$ cat config.mk
export PLATFORM = sky130hd
export DESIGN_NAME = burst_adapter
export DESIGN_NICKNAME = d
export VERILOG_FILES = /design/src/rtl/mem_pkg.sv /design/src/rtl/burst_adapter.sv
export SDC_FILE = /design/constraint.sdc
export NUM_CORES = 1
export LEC_CHECK = 0
export CORE_AREA = 5 5 288 290
export DETAILED_ROUTE_END_ITERATION = 16
export DIE_AREA = 0 0 293 295
export DONT_BUFFER_PORTS = 1
export GPL_ROUTABILITY_DRIVEN = 0
export PLACE_DENSITY_LB_ADDON = 0.2
export SLEW_MARGIN = 20
export SYNTH_ARGS = -nofsm -noshare
export SYNTH_HDL_FRONTEND = slang
export SYNTH_SLANG_ARGS = --single-unit
export TNS_END_PERCENT = 100
$ cat constraint.sdc
create_clock -name clk -period 2.2 [get_ports clk]
set_input_delay 0.44 -clock clk [delete_from_list [all_inputs] [get_ports clk]]
set_output_delay 0.44 -clock clk [all_outputs]
set_load 0.05 [all_outputs]
$ cat src/rtl/mem_pkg.sv
// mem_pkg: shared cache-line / burst-beat geometry used by the arbiter and burst adapter.
//   LINE_W      cache line width in bits
//   BEAT_W      burst beat width in bits
//   BEATS       beats per line
//   LINE_OFF_W  byte-offset bits within a line (forced to zero on burst addresses)
package mem_pkg;

    localparam int LINE_W     = 256;
    localparam int BEAT_W     = 64;
    localparam int BEATS      = LINE_W / BEAT_W;
    localparam int BEAT_IDX_W = $clog2(BEATS);
    localparam int LINE_OFF_W = $clog2(LINE_W / 8);

    typedef logic [LINE_W-1:0]     line_t;
    typedef logic [BEAT_W-1:0]     beat_t;
    typedef logic [BEAT_IDX_W-1:0] beat_idx_t;

    // Beat 0 is the least significant slice of the line.
    function automatic beat_t get_beat(input line_t l, input beat_idx_t i);
        return l[int'(i)*BEAT_W +: BEAT_W];
    endfunction

endpackage

$ cat src/rtl/burst_adapter.sv
// burst_adapter: turns single-cycle cache-line requests into 64-bit memory bursts and reassembles read lines.
//   clk, rst          clock, synchronous active-high reset
//   arb_addr          line address from arbiter (sampled with arb_read / arb_write)
//   arb_read          one-cycle read-line request
//   arb_write         one-cycle write-line request
//   arb_wdata         write line (sampled with arb_write)
//   arb_rdata         assembled read line, meaningful with arb_rvalid
//   arb_rvalid        one-cycle pulse: read line complete
//   arb_wdone         one-cycle pulse: all write beats accepted
//   busy              high from request capture through the response cycle
//   bmem_addr         line-aligned burst address
//   bmem_read         read command, held until bmem_ready
//   bmem_write        write beat valid
//   bmem_wdata        write beat data
//   bmem_ready        memory accepts command / beat
//   bmem_raddr        address tag of returning read beat
//   bmem_rdata        returning read beat data
//   bmem_rvalid       returning read beat valid
module burst_adapter
    import mem_pkg::*;
#(
    parameter int ADDR_W = 32
) (
    input  logic              clk,
    input  logic              rst,
    input  logic [ADDR_W-1:0] arb_addr,
    input  logic              arb_read,
    input  logic              arb_write,
    input  line_t             arb_wdata,
    output line_t             arb_rdata,
    output logic              arb_rvalid,
    output logic              arb_wdone,
    output logic              busy,
    output logic [ADDR_W-1:0] bmem_addr,
    output logic              bmem_read,
    output logic              bmem_write,
    output beat_t             bmem_wdata,
    input  logic              bmem_ready,
    input  logic [ADDR_W-1:0] bmem_raddr,
    input  beat_t             bmem_rdata,
    input  logic              bmem_rvalid
);

    typedef enum logic [2:0] {IDLE, RD_CMD, RD_COLLECT, WR_BEAT, RESP} state_t;

    localparam beat_idx_t LAST_BEAT = beat_idx_t'(BEATS - 1);

    state_t            state;
    beat_idx_t         beat;
    line_t             line_q;
    logic [ADDR_W-1:0] addr_q;
    logic [ADDR_W-1:0] line_addr;

    assign line_addr = arb_addr & ~ADDR_W'(LINE_W / 8 - 1);
    // The line register doubles as write buffer and read assembly buffer.
    assign arb_rdata = line_q;

    always_ff @(posedge clk) begin
        if (rst) begin
            state      <= IDLE;
            beat       <= '0;
            line_q     <= '0;
            addr_q     <= '0;
            arb_rvalid <= 1'b0;
            arb_wdone  <= 1'b0;
            busy       <= 1'b0;
            bmem_addr  <= '0;
            bmem_read  <= 1'b0;
            bmem_write <= 1'b0;
            bmem_wdata <= '0;
        end else begin
            arb_rvalid <= 1'b0;
            arb_wdone  <= 1'b0;
            case (state)
                IDLE: begin
                    // Write takes priority when both pulses arrive together.
                    if (arb_write) begin
                        state      <= WR_BEAT;
                        beat       <= '0;
                        addr_q     <= line_addr;
                        line_q     <= arb_wdata;
                        busy       <= 1'b1;
                        bmem_addr  <= line_addr;
                        bmem_write <= 1'b1;
                        bmem_wdata <= get_beat(arb_wdata, '0);
                    end else if (arb_read) begin
                        state     <= RD_CMD;
                        beat      <= '0;
                        addr_q    <= line_addr;
                        busy      <= 1'b1;
                        bmem_addr <= line_addr;
                        bmem_read <= 1'b1;
                    end
                end
                RD_CMD: begin
                    if (bmem_ready) begin
                        state     <= RD_COLLECT;
                        bmem_read <= 1'b0;
                    end
                end
                RD_COLLECT: begin
                    // Beats tagged for another line are ignored.
                    if (bmem_rvalid && bmem_raddr == addr_q) begin
                        line_q[int'(beat)*BEAT_W +: BEAT_W] <= bmem_rdata;
                        if (beat == LAST_BEAT) begin
                            state      <= RESP;
                            arb_rvalid <= 1'b1;
                        end else begin
                            beat <= beat + 1'b1;
                        end
                    end
                end
                WR_BEAT: begin
                    if (bmem_ready) begin
                        if (beat == LAST_BEAT) begin
                            state      <= RESP;
                            bmem_write <= 1'b0;
                            arb_wdone  <= 1'b1;
                        end else begin
                            beat       <= beat + 1'b1;
                            bmem_wdata <= get_beat(line_q, beat + 1'b1);
                        end
                    end
                end
                RESP: begin
                    state <= IDLE;
                    busy  <= 1'b0;
                end
                default: state <= IDLE;
            endcase
        end
    end

    // Upstream protocol checks: requests are legal only one at a time and only while idle.
    always_ff @(posedge clk) begin
        if (!rst) begin
            assert (!(state == IDLE && arb_read && arb_write))
                else $warning("burst_adapter: read and write requested together, read dropped");
            assert (state == IDLE || !(arb_read || arb_write))
                else $warning("burst_adapter: request while busy ignored");
        end
    end

endmodule

; ---- Word-level counts from Yosys, hierarchy flattened
; Cells that the tools add are included.
[classes]
n_eq_ne = 15
n_lt_le_gt_ge = 0
shifts = 3
n_bitwise = 4
n_addsub = 2
muxes = 34
n_reduce_logical = 18
div = 0
mul = 0
[op_table]
columns = operator, n
row1 = two-way mux 256 bit, 2
row2 = one-hot mux 256 bit (2 select lines), 1
row3 = bitwise mux 256 bit, 1
row4 = "variable shift 64 x 33 -> 256 bit, first input constant", 1
row5 = indexed part select 256 x 9 -> 64 bit, 1
row6 = indexed part select 64 x 33 -> 256 bit, 1
row7 = two-way mux 64 bit, 3
row8 = one-hot mux 64 bit (2 select lines), 1
row9 = two-way mux 32 bit, 2
row10 = negation 8 -> 33 bit, 1
row11 = == test 32 bit, 1
row12 = AND reduction 4 bit, 5
row13 = two-way mux 3 bit, 6
row14 = "inequality test 2 bit, second input constant", 8
row15 = one-hot mux 3 bit (4 select lines), 1
row16 = two-way mux 2 bit, 5
row17 = nonzero test 2 bit, 5
row18 = two-way mux 1 bit, 8
row19 = "== test 3 x 2 -> 1 bit, second input constant", 2
row20 = one-hot mux 1 bit (2 select lines), 3
row21 = one-hot mux 2 bit (3 select lines), 1
row22 = OR reduction 3 bit, 2
row23 = NOT 1 bit, 4
row24 = AND reduction 2 bit, 2
row25 = other kinds (9), 9
[word_totals]
n_memories = 0
romBits = 0
register_bits = 362
latch_bits = 0
in_bits = 390
ramBits = 0
out_inout_bits = 357
wordCells = 86

; ---- Logic depth before layout (Yosys ltp)
[logic_depth]
depth_word = 5
ltp_mapped = 11
ltp_nobuf = 7

; ---- Worst setup path before layout
; Ideal clock, no wire load.
[synth_path]
path_type = register to register
start = register beat[0]
end = register bmem_wdata[34]
path_stages_with_launch = 9
required_ps = 2063
n_path_buf = 3
arrival_ps = 2310
synth_period_minus_slack_ps = 2448
setup_slack_ps = -248
path_cell_list = dfxtp_1 clkbuf_1 inv_1 ha_1 buf_2 buf_1 mux4_2 mux2i_1 a211oi_1
[synth_via]
elab_chain_cells = 5
elab_cells_between_ends = 8
[synth_lines]
columns = element, line_no
row1 = "start, declared", burst_adapter.sv:49  ; beat_idx_t beat;
row2 = "start signal, assigned", burst_adapter.sv:109  ; beat <= beat + 1'b1;
row3 = "start signal, assigned", burst_adapter.sv:120  ; beat <= beat + 1'b1;
row4 = adder 2 x 1 -> 2 bit, burst_adapter.sv:121  ; bmem_wdata <= get_beat(line_q, beat + 1'b1);
row5 = indexed part select 256 x 9 -> 64 bit, mem_pkg.sv:20  ; return l[int'(i)*BEAT_W +: BEAT_W];
row6 = two-way mux 64 bit, burst_adapter.sv:115  ; if (beat == LAST_BEAT) begin
row7 = two-way mux 64 bit, burst_adapter.sv:114  ; if (bmem_ready) begin
row8 = one-hot mux 64 bit (2 select lines), burst_adapter.sv:74  ; case (state)
row9 = "end signal, assigned", burst_adapter.sv:85  ; bmem_wdata <= get_beat(arb_wdata, '0);
row10 = "end signal, assigned", burst_adapter.sv:121
row11 = "end, declared", burst_adapter.sv:37  ; output beat_t bmem_wdata,
; Parallel ways exist; a longest one is shown, timed or not. The select of a mux whose other input is x is not followed.
; A chain may end at the register's enable or synchronous reset.

; ---- Worst setup path in the final report
[layout_path]
start = register addr_q[13]
end = register line_q[159], in the netlist arb_rdata[159]
[layout_via]
elab_chain_cells = 4
[layout_lines]
columns = element, line_no
row1 = "start, declared", burst_adapter.sv:51  ; logic [ADDR_W-1:0] addr_q;
row2 = "start signal, assigned", burst_adapter.sv:80  ; addr_q <= line_addr;
row3 = "start signal, assigned", burst_adapter.sv:89  ; addr_q <= line_addr;
row4 = == test 32 bit, burst_adapter.sv:103  ; if (bmem_rvalid && bmem_raddr == addr_q) begin
row5 = logical AND 1 bit, burst_adapter.sv:103
row6 = inequality test 2 bit (no line), -
row7 = AND reduction 3 bit (no line), -
row8 = "end signal, assigned", burst_adapter.sv:81  ; line_q <= arb_wdata;
row9 = "end signal, assigned by index", burst_adapter.sv:104  ; line_q[int'(beat)*BEAT_W +: BEAT_W] <= bmem_rdata;
row10 = "end, declared", burst_adapter.sv:50  ; line_t line_q;
; No other way between the ends.

==> out/qor.yml <==
status:
  status: "finished, violations left"
  failed_checks: "hold timing, slew limit, setup timing"
detailed_routing:
  vias_per_cell: 5.582
  dr.pass1.iters: 6
  ant_nets: 0
  wl_per_cell_um: 31.47
  wl_um: 104900
  drc: 0
  vias: 18598
  drt_iter0_markers: 1583
clocking:
  cts_buffers: 46
  cts_buffer_depth: 3
  clock-sinks: 357
  clockRootBuffer: "clkbuf_16"
  clk_pin_slew_worst_paths_ns: 0.06
  cts_max_level: 2
  tritoncts: "done"
  hold_buffers: 32
  clkLatencyLatePin_ns: 0.58
synthesis:
  yosysSeqAreaShare_pct: 38.35
  synth_largest_area_cell: "dfxtp_1"
  syn_inst: 1945
  synthFlopType: "dfxtp_1"
  syn_area_per_cell_um2: 9.582
  synth-async-reset-ratio_pct: 0
  synth_warnings: 0
  syn_area_um2: 18640
  synth_edf_count: 0
  synth-seq-cells: 357
  netlist_top_cells_area: "dfxtp_1 38%, a211oi_2 12%, a22oi_1 7.7%"
  yosysTopAreaCellShare_pct: 38.35
  synthDistinctLibCells: 42
floorplan:
  die_x_um: 293
  num_rows: 104
  initial_utilization_pct: 23.29
  core_um2: 80030
  dieArea_um2: 86440
  die_h_um: 295
  ios: 747
worst_hold_path:
  hold_depth: 1
  hold_path.class: "primary input to register"
  hold_start: "rst"
global_routing:
  antenna_found_initial: 1
  overflow: 0
  grt_max_degree: 358
  grt_usage_pct: 21.42
  grt_pass1_vias: 18460
  grt_pass1_wl_um: 139100
timing:
  rsz0062_at_grt: "true"
  skew_ns: 0.02814
  fin_ws_ns: -0.2380
  final_hold_viol_count: 4
  worst_slew_pin_slew_ns: 1.692
  finalMaxSlewViolations: 85
  finalCritPeriodShare_pct: 110.8
  setup_violations: 258
  hold_slack_ns: -0.01581
  slew_headroom_pct: -12.77
  period_minus_slack_ns: 2.438
  fmax_ghz: 0.4102
setup_path:
  arrival_ns: 2.82
  end_kind: "register"
  cp-start-kind: "register"
  timing.rr.start: "addr_q[13]"
  critical_path_class: "register to register"
  startpoint: "addr_q[13]"
  r2r_cells: 11
  required_ns: 2.58
  path_max_fanout: 6
flow_run:
  maxCapViolCount: 0
final_layout:
  layout_common_cells: "353 x dfxtp_1, 323 x buf_4, 265 x a21oi_1"
  final_common_cell: "dfxtp_1"
  fillers: 8209
  drive_gt1_share_pct: 36.43
  final_nets: 2632
  syn_to_final_growth_pct: 39.62
placement:
  hpwl_um: 68920
  pre_cts_slack_ns: -0.4132
  io_buffer_count: 0
power:
  power_density_nw_per_um2: 1061
  cellLeakagePower_nw: 9.887
  ir_drop_uv: 506.1
## layout make-up
type	instances	area (um^2)	area share, %
diodes	2	5.005	0.01923
clock buffers	62	1272	4.890
clock inverters	18	201.4	0.7741
inverters	6	22.52	0.08655
multi-input cells	1345	10650	40.92
flip-flops and latches	357	7154	27.49
well taps	1060	1326	5.097
repair buffers	482	5393	20.72
## stage by stage
stage | instance area, um^2 | instances | util, % | power, mW | TNS (ns)
3_5_place_dp | 22470 | 3151 | 28.08 | 18.72 | -86.52
5_1_grt | 26020 | 3331 | 32.51 | 28.67 | -60.17
6_report | 26020 | 3332 | 32.52 | 27.60 | -37.34
4_1_cts | 24760 | 3282 | 30.94 | 26.93 | -26.16
3_3_place_gp | 22470 | 3151 | 28.08 | 18.60 | -76.22
2_1_floorplan | 18710 | 1949 | - | 15.33 | -0.2413
## path summary, 6_finish.rpt
check / endpoint / slack [ns]
worst max-delay path: arb_rdata[159] / -0.24
worst min-delay path: bmem_wdata[58] / -0.02
worst max register to register: arb_rdata[159] / -0.24
worst min register to register: bmem_wdata[45] / 0.50
## flip-flops by register name, summed over array words and instances, names as in the netlist
signal / flops
arb_rvalid: 1
state: 3
beat: 2
arb_wdone: 1
addr_q: 27
arb_rdata: 256
bmem_write: 1
bmem_read: 1
bmem_wdata: 64
busy: 1
## critical path, stage by stage (launching register included)
cell and delay [ns]:
dfxtp_1 0.36, xor2_1 0.17, nor4_1 0.23, buf_4 0.17, nand4_1 0.09, buf_4 0.18, o21ai_4 0.19, buf_12 0.15
and2_4 0.24, buf_12 0.19, buf_12 0.16, a211oi_2 0.07
## layer usage
layer	routed length, um	track usage, %	up-vias	share of wire [%]
met5	0	0	-	0
met4	3820	7.954	0	3.6
met3	10590	6.813	196	10
met2	50660	35.75	1104	48
met1	39780	25.99	9246	38
li1	-	-	8052	-
## cells in the mapped netlist (2+ instances only)
| master | count |
|---|---|
| a21oi_2 | 10 |
| a31oi_1 | 2 |
| mux4_2 | 64 |
| nor2_1 | 84 |
| a211o_1 | 2 |
| nor4_1 | 7 |
| a211oi_1 | 146 |
| nand2_1 | 124 |
| and2_1 | 5 |
| ha_1 | 4 |
| nand4_1 | 2 |
| dfxtp_1 | 357 |
| buf_2 | 50 |
| buf_1 | 21 |
| a22oi_1 | 192 |
| a21oi_1 | 274 |
| o21ai_0 | 67 |
| buf_6 | 20 |
| mux2i_1 | 64 |
| buf_4 | 6 |
| clkbuf_1 | 143 |
| inv_1 | 6 |
| xor2_1 | 27 |
| nand2b_1 | 3 |
| nand3_1 | 66 |
| a211oi_2 | 176 |
| nor3_1 | 7 |
| and4_1 | 2 |
## repair_timing
item                       in CTS  in global routing
buffers inserted               12                 16
pin swaps                       5                 46
cloned                          7                 33
resized for setup              40                 79
setup endpoints to repair     256                284
hold endpoints to repair      143                 91
## power by group
part / total [mW] / switching [mW] / leakage [nW] / internal, mW
logic: 11.4 / 7.21 / 6.21 / 4.16
registers: 8.56 / 1.17 / 2.95 / 7.39
clock network: 7.67 / 3.16 / 0.730 / 4.51
total: 27.6 / 11.5 / 9.89 / 16.1
## kinds of logic (layout without fill, tap and decap cells)
group	Yosys count	in the layout	share of synthesized area [%]
other	1	7	0.02012
buffers and inverters	247	568	6.297
AOI/OAI and AO/OA	874	874	35.43
and+or+nand+nor	307	307	7.197
adders and majority gates	4	4	0.2685
xor gates and xnor gates	27	27	1.269
DFF	357	357	38.35
muxes	128	128	11.17
(Power assumes the default switching activity.)
